===== src/rtl/mirfak_div_dispatch.sv =====
// Pipeline-side control for mirfak_divider: resolves RISC-V divide corner cases locally
// and sequences the divider enable. Optional one-entry result cache: MIRFAK_DIV_CACHE_EN.
//   state | meaning
//   IDLE  | waiting for a request
//   FAST  | result known locally, ack this cycle unless killed
//   WAIT  | divider running for a live request
//   DRAIN | request killed, divider still running
//   GAP   | enable low one cycle so the divider re-arms
module mirfak_div_dispatch (
   input  logic        clk_i,
   input  logic        rst_i,
   input  logic [31:0] md_op1_i,
   input  logic [31:0] md_op2_i,
   input  logic [1:0]  md_cmd_i,
   input  logic        md_valid_i,
   input  logic        md_kill_i,
   output logic [31:0] md_result_o,
   output logic        md_ack_o,
   output logic        md_busy_o,
   output logic [31:0] div_op1,
   output logic [31:0] div_op2,
   output logic [1:0]  div_cmd,
   output logic        div_enable,
   input  logic [31:0] div_result,
   input  logic        div_ack
);

   typedef enum logic [2:0] {ST_IDLE, ST_FAST, ST_WAIT, ST_DRAIN, ST_GAP} state_t;

   state_t      state_q, state_d;
   logic [31:0] md_result_q, md_result_d;
   logic        md_ack_q, md_ack_d;
   logic [31:0] div_op1_q, div_op1_d;
   logic [31:0] div_op2_q, div_op2_d;
   logic [1:0]  div_cmd_q, div_cmd_d;
   logic        div_enable_q, div_enable_d;

   logic        op2_zero, sgn_ovf, is_rem, corner;
   logic [31:0] corner_res;
   logic        cache_hit;
   logic [31:0] cache_res;

   assign op2_zero = (md_op2_i == 32'h0);
   assign sgn_ovf  = !md_cmd_i[0] && (md_op1_i == 32'h8000_0000) && (md_op2_i == 32'hFFFF_FFFF);
   assign is_rem   = md_cmd_i[1];
   assign corner   = op2_zero || sgn_ovf;

   always_comb begin
      corner_res = 32'h0;
      if (op2_zero) corner_res = is_rem ? md_op1_i : 32'hFFFF_FFFF;
      else if (sgn_ovf) corner_res = is_rem ? 32'h0 : 32'h8000_0000;
   end

`ifdef MIRFAK_DIV_CACHE_EN
   logic [31:0] cache_op1_q, cache_op1_d;
   logic [31:0] cache_op2_q, cache_op2_d;
   logic [31:0] cache_res_q, cache_res_d;
   logic [1:0]  cache_cmd_q, cache_cmd_d;
   logic        cache_vld_q, cache_vld_d;

   // Only a live divider completion is trusted to fill the entry.
   always_comb begin
      cache_op1_d = cache_op1_q;
      cache_op2_d = cache_op2_q;
      cache_cmd_d = cache_cmd_q;
      cache_res_d = cache_res_q;
      cache_vld_d = cache_vld_q;
      if (state_q == ST_WAIT && div_ack && !md_kill_i) begin
         cache_op1_d = div_op1_q;
         cache_op2_d = div_op2_q;
         cache_cmd_d = div_cmd_q;
         cache_res_d = div_result;
         cache_vld_d = 1'b1;
      end
   end

   always_ff @(posedge clk_i) begin
      if (rst_i) begin
         cache_op1_q <= 32'h0;
         cache_op2_q <= 32'h0;
         cache_cmd_q <= 2'b00;
         cache_res_q <= 32'h0;
         cache_vld_q <= 1'b0;
      end else begin
         cache_op1_q <= cache_op1_d;
         cache_op2_q <= cache_op2_d;
         cache_cmd_q <= cache_cmd_d;
         cache_res_q <= cache_res_d;
         cache_vld_q <= cache_vld_d;
      end
   end

   assign cache_hit = cache_vld_q && (cache_op1_q == md_op1_i) && (cache_op2_q == md_op2_i)
                      && (cache_cmd_q == md_cmd_i);
   assign cache_res = cache_res_q;
`else
   assign cache_hit = 1'b0;
   assign cache_res = 32'h0;
`endif

   always_comb begin
      state_d      = state_q;
      md_result_d  = md_result_q;
      md_ack_d     = 1'b0;
      div_op1_d    = div_op1_q;
      div_op2_d    = div_op2_q;
      div_cmd_d    = div_cmd_q;
      div_enable_d = div_enable_q;
      case (state_q)
         ST_IDLE: begin
            if (md_valid_i && !md_kill_i) begin
               if (corner) begin
                  md_result_d = corner_res;
                  state_d     = ST_FAST;
               end else if (cache_hit) begin
                  md_result_d = cache_res;
                  state_d     = ST_FAST;
               end else begin
                  div_op1_d    = md_op1_i;
                  div_op2_d    = md_op2_i;
                  div_cmd_d    = md_cmd_i;
                  div_enable_d = 1'b1;
                  state_d      = ST_WAIT;
               end
            end
         end
         ST_FAST: state_d = ST_IDLE;
         ST_WAIT: begin
            if (div_ack) begin
               div_enable_d = 1'b0;
               state_d      = ST_GAP;
               if (!md_kill_i) begin
                  md_result_d = div_result;
                  md_ack_d    = 1'b1;
               end
            end else if (md_kill_i) begin
               state_d = ST_DRAIN;
            end
         end
         // The divider cannot abort, so enable stays up until it finishes.
         ST_DRAIN: begin
            if (div_ack) begin
               div_enable_d = 1'b0;
               state_d      = ST_GAP;
            end
         end
         ST_GAP:  state_d = ST_IDLE;
         default: state_d = ST_IDLE;
      endcase
   end

   always_ff @(posedge clk_i) begin
      if (rst_i) begin
         state_q      <= ST_IDLE;
         md_result_q  <= 32'h0;
         md_ack_q     <= 1'b0;
         div_op1_q    <= 32'h0;
         div_op2_q    <= 32'h0;
         div_cmd_q    <= 2'b00;
         div_enable_q <= 1'b0;
      end else begin
         state_q      <= state_d;
         md_result_q  <= md_result_d;
         md_ack_q     <= md_ack_d;
         div_op1_q    <= div_op1_d;
         div_op2_q    <= div_op2_d;
         div_cmd_q    <= div_cmd_d;
         div_enable_q <= div_enable_d;
      end
   end

   // A fast-path ack is combinational so a kill in that same cycle can still cancel it.
   assign md_ack_o    = md_ack_q || (state_q == ST_FAST && !md_kill_i);
   assign md_result_o = md_result_q;
   assign md_busy_o   = (state_q != ST_IDLE);
   assign div_op1     = div_op1_q;
   assign div_op2     = div_op2_q;
   assign div_cmd     = div_cmd_q;
   assign div_enable  = div_enable_q;

endmodule


===== config.mk =====
export PLATFORM = sky130hd
export DESIGN_NAME = mirfak_div_dispatch
export DESIGN_NICKNAME = d
export VERILOG_FILES = /design/src/rtl/mirfak_div_dispatch.sv
export SDC_FILE = /design/constraint.sdc
export NUM_CORES = 1
export LEC_CHECK = 0
export ABC_AREA = 1
export BUFFER_PORTS_ARGS = -buffer_cell sky130_fd_sc_hd__buf_2
export CAP_MARGIN = 40
export CORE_ASPECT_RATIO = 1.25
export CORE_MARGIN = 10
export CORE_UTILIZATION = 30
export CTS_CLUSTER_SIZE = 10
export DETAILED_ROUTE_END_ITERATION = 7
export HOLD_SLACK_MARGIN = 0.05
export SYNTH_ARGS = -nofsm -noshare
export SYNTH_HDL_FRONTEND = slang
export SYNTH_SLANG_ARGS = --single-unit

===== constraint.sdc =====
create_clock -name clk_i -period 2.35 [get_ports clk_i]
set_input_delay 0.47 -clock clk_i [delete_from_list [all_inputs] [get_ports clk_i]]
set_output_delay 0.47 -clock clk_i [all_outputs]
set_load 0.05 [all_outputs]

After elaboration in Yosys (flattened, before gate mapping)
Index checks and enable logic that the tools add are counted.
{"block": "word_totals", "regBits": 103, "in_bits": 103, "output_inout_bits": 101, "wordCells": 62}
{"block": "classes", "eq_ne": 13, "mux": 20, "bitwise_logic": 3, "reduce_logical": 19}
{"cell": "two-way mux 32 bit", "n": 8}
{"cell": "== test 32 bit, second input constant", "n": 2}
{"cell": "case mux 32 bit (2 select lines)", "n": 1}
{"cell": "logical NOT 32 bit", "n": 1}
{"cell": "two-way mux 3 bit", "n": 4}
{"cell": "!= test 2 bit, second input constant", "n": 6}
{"cell": "case mux 3 bit (3 select lines)", "n": 1}
{"cell": "== test 3 x 2 -> 1 bit, second input constant", "n": 2}
{"cell": "AND reduction 3 bit", "n": 2}
{"cell": "AND reduction 5 bit", "n": 1}
{"cell": "logical AND 1 bit", "n": 4}
{"cell": "two-way mux 1 bit", "n": 4}
{"cell": "AND reduction 4 bit", "n": 1}
{"cell": "nonzero test 2 bit", "n": 2}
{"cell": "== test 3 x 1 -> 1 bit, second input constant", "n": 1}
{"cell": "logical NOT 3 bit", "n": 1}
{"cell": "!= test 3 bit, second input constant", "n": 1}
{"cell": "NOT 1 bit", "n": 3}
{"cell": "nonzero test 3 bit", "n": 1}
{"cell": "OR reduction 3 bit", "n": 1}
{"cell": "logical NOT 1 bit", "n": 2}
{"cell": "logical OR 1 bit", "n": 2}
{"cell": "two-way mux 2 bit", "n": 1}
{"cell": "!= test 2 x 1 -> 1 bit, second input constant", "n": 1}
{"cell": "2 further kinds", "n": 2}

Depth between registers and ports, before layout
{"block": "depth", "word_depth": 8, "ltp_mapped": 15, "depth_no_buf": 13}

Worst setup path after synthesis
Ideal clock, no wire load.
{"block": "synth_timing", "path_type": "input port to flip-flop", "start": "input md_op1_i[12]", "end": "register div_op1_q[2], in the netlist div_op1[2]", "setup_ns": 0.113, "t_arrival_ns": 1.657, "required_ns": 2.237, "path_slack_ns": 0.581, "cell_stages": 13, "path_buffers": 2, "path_cell_list": "or2_0 nor2_1 nand2_1 nor2_1 nand3_1 nand2_1 nand2_2 nand3_4 buf_6 buf_4 nand2_1 nand2_1 nor2_1"}
{"block": "synth_between", "elab_chain_cells": 6}
{"element": "start, declared", "line_no": "12", "source": "input logic [31:0] md_op1_i,"}
{"element": "== test 32 bit", "line_no": "44", "source": "assign sgn_ovf = !md_cmd_i[0] && (md_op1_i == 32'h8000_0000) && (md_op2_i == 32'hFFFF_FFFF);"}
{"element": "logical AND 1 bit (2 in a row)", "line_no": "44"}
{"element": "logical OR 1 bit", "line_no": "46", "source": "assign corner = op2_zero || sgn_ovf;"}
{"element": "NOT 1 bit (no line)"}
{"element": "AND reduction 3 bit (no line)"}
{"element": "end signal, assigned", "line_no": "165", "source": "div_op1_q <= div_op1_d;"}
{"element": "end, declared", "line_no": "33", "source": "logic [31:0] div_op1_q, div_op1_d;"}
No other way between the ends.
A chain may end at the register's enable or synchronous reset.

Worst setup path after layout
{"block": "layout_timing", "start": "register state_q[1]", "end": "register md_result_q[31], in the netlist md_result_o[31]"}
{"block": "layout_between", "elab_chain_cells": 3, "elab_cells_between_ends": 9, "cone_classes": "5 x eq/ne; 1 x mux; 3 x reduce/logical"}
{"element": "start, declared", "line_no": "30", "source": "state_t state_q, state_d;"}
{"element": "start signal, assigned", "line_no": "162", "source": "state_q <= state_d;"}
{"element": "== test 3 x 2 -> 1 bit or logical NOT 3 bit (tied branches)", "line_no": "109", "source": "case (state_q)"}
{"element": "!= test 2 bit (no line) or nonzero test 2 bit (tied branches)"}
{"element": "AND reduction 5 bit (no line)"}
{"element": "end signal, assigned", "line_no": "163", "source": "md_result_q <= md_result_d;"}
{"element": "end, declared", "line_no": "31", "source": "logic [31:0] md_result_q, md_result_d;"}
Several ways; a longest one is shown, not always the timed one.

==> results_dict.tcl <==
set metrics [dict create \
    outcome "complete, no violations" \
    cp.arrival_ps 2280 \
    place_area_um2 6330 \
    cap_violations 0 \
    rsz0062_at_grt "no" \
    cpMostUsedCell "nand2_1" \
    via_per_inst 4.40 \
    grt_start_max_net_pins 68 \
    grt_usage_pct 15.6 \
    p_leak_nw 3.48 \
    path_cells "inv_2, nor2_1, inv_2, nor2_4, nand2_1, nand3_2, buf_12, nand2_1, nand2_1, nor2_1" \
    r2r-start "state_q[1]$_SDFFE_PP0P_" \
    critPathRequiredTime_ps 2590 \
    finalSetupViolCount 0 \
    syn2layout_area_growth_pct 31.2 \
    fp.coreArea_um2 16700 \
    reg2regPathDepth 10 \
    drc_errors 0 \
    worstMarginPinSlew_ps 483 \
    hold_buffers 0 \
    drive_gt1_share_pct 24.8 \
    fin_nets 1101 \
    crit_fanout 33 \
    critPathBufInv 3 \
    r2r-end "md_result_o[31]$_SDFFE_PP0P_" \
    ant_nets 0 \
    slowest_delay_ps 370 \
    insertion_delay_ps 350 \
    period_share_pct 86.6 \
    synth.cell_area_um2 5090 \
    port_buffers 203 \
    hp-start "md_op2_i[1]" \
    dr.pass1.iters 4 \
    clk_path_buf_depth 2 \
    grt_pass1_vias 5203 \
    row_count 53 \
    design_area_um2 6670 \
    synthArstFlopShare_pct 0 \
    fin_crit_ps 2040 \
    syn_inst 815 \
    cts_resized 0 \
    slew_violations 0 \
    cp_top_family "simple AND/OR/NAND/NOR gates" \
    dieArea_um2 22600 \
    critPathKind "reg -> reg" \
    die_w_um 136 \
    ys_ff_latch 103 \
    slew-limit-headroom_pct 67.7 \
    end_kind "register" \
    post-dp-hpwl_um 14000 \
    cts_setup_buffers 0 \
    grt_pass1_wl_um 27900 \
    reg2reg_slack_ps 310 \
    yosys_most_used_dff "dfxtp_1" \
    min_path_cells 3 \
    syn_avg_cell_area_um2 6.24 \
    synth_cell_types 25 \
    grt-ovfl-total 0 \
    fin_setup_tns_ps 0 \
    dr_total_vias 5397 \
    ys_warn_count 0 \
    cts_tree "yes" \
    hold_end "div_op2[1]$_SDFFE_PP0P_" \
    yosysSeqAreaShare_pct 40.5 \
    cp-start-kind "register" \
    clk_pin_slew_worst_paths_ps 70 \
    skew_ps 4.32 \
    ios 204 \
    final_cell_mix "239 x nand2_1, 203 x buf_2, 182 x nor2_1" \
    hold_path_class "in -> reg" \
    htree_levels 3 \
    slowest_stage "dfxtp_1" \
    synth-edff-count 0 \
    cts-root-buf "clkbuf_16" \
    initial_core_util_pct 30.4 \
    ir_drop_mv 0.452 \
    max_freq_mhz 491 \
    gp_congestion 0.832 \
    fp.dieH_um 166 \
    syn-num-nets 918 \
    power.density_nw_per_um2 1100 \
    wl_per_cell_um 14.7 \
    antenna_found_initial 3 \
    finalHoldViolCount 0 \
    drtIter0Drc 342 \
    routed_wl_um 18000 \
    cts.sinks 103 \
    cts_made_buffers 9 \
    layout_commonest_cell "nand2_1" \
]
==> state kept, by name, summed over array words and instances (netlist names) <==
name	flops
md_ack_q	1
div_enable	1
state_q	3
md_result_o	32
div_op1	32
div_cmd	2
div_op2	32
==> through the flow <==
stage	util (%)	worst slack (ps)	power [W]	hold slack [ps]	cells
after detailed placement	37.9	112	0.00570	450	1207
final	39.9	314	0.00731	378	1226
after CTS	39.9	316	0.00741	361	1223
after global placement	37.9	188	0.00567	446	1207
after global routing	39.9	32.8	0.00781	378	1226
after floorplan	-	581	0.00486	490	815
==> worst register-to-register path: stages, from the launching register on <==
cell and delay, ps:
dfxtp_1 370, inv_2 70, nor2_1 170, inv_2 110, nor2_4 250, nand2_1 370, nand3_2 210, buf_12 200
nand2_1 80, nand2_1 60, nor2_1 40
==> cells in the mapped netlist, types with 4 or more instances <==
cell	number	area, um2
buf_2	18	90.1
buf_6	7	78.8
nor2_1	182	683
nand4_1	35	219
inv_2	4	15.0
clkbuf_1	19	71.3
a21oi_1	34	170
nand3_1	5	25.0
o21ai_1	9	45.0
buf_1	4	15.0
inv_1	86	323
o21ai_0	58	290
nand2_1	239	897
dfxtp_1	103	2060
==> worst max-delay path by stage <==
stage / start / endpoint / slack (ps) / cells after the start
2_1_floorplan: md_op1_i[12] / div_op1[2]$_SDFFE_PP0P_ / 580 / 13
3_3_place_gp: md_op2_i[5] / div_op2[7]$_SDFFE_PP0P_ / 190 / 13
3_5_place_dp: md_op2_i[5] / div_op1[28]$_SDFFE_PP0P_ / 110 / 13
4_1_cts: state_q[1]$_SDFFE_PP0P_ / md_result_o[31]$_SDFFE_PP0P_ / 320 / 10
5_1_grt: state_q[1]$_SDFFE_PP0P_ / md_result_o[9]$_SDFFE_PP0P_ / 30 / 9
6_report: state_q[1]$_SDFFE_PP0P_ / md_result_o[31]$_SDFFE_PP0P_ / 310 / 10
==> cell type report <==
cell class              count  area (um2)
inverters                  90         338
clock buffers              11         253
multi-input cells         573        2430
well taps                 220         275
diodes                      3        7.51
flip-flops and latches    103        2060
fillers                  1857       10000
repair buffers            221        1230
clock inverters             5        80.1
==> logic make-up (layout without fill, tap and decap cells) <==
logic type,Yosys count,count (layout),synth area share (%)
other,0,3,0
AND/OR/NAND/NOR,470,470,37.3
flip-flops,103,103,40.5
AO/OA/AOI/OAI,103,103,10.4
buffers and inverters,139,327,11.8
==> metal layers <==
layer / global-route usage (%) / part of all wire [%]
met5: 0 / 0
met4: 5.67 / 1.8
met3: 4.87 / 7.7
met2: 26.6 / 50
met1: 17.8 / 41
==> where the power goes <==
group | total [W] | switching [W] | internal, W | leakage (nW)
logic | 0.00334 | 0.00249 | 0.000849 | 2.47
registers | 0.00228 | 0.000185 | 0.00209 | 0.846
clock network | 0.00169 | 0.000700 | 0.000991 | 0.158
total | 0.00731 | 0.00338 | 0.00394 | 3.48
(Power assumes the default switching activity.)
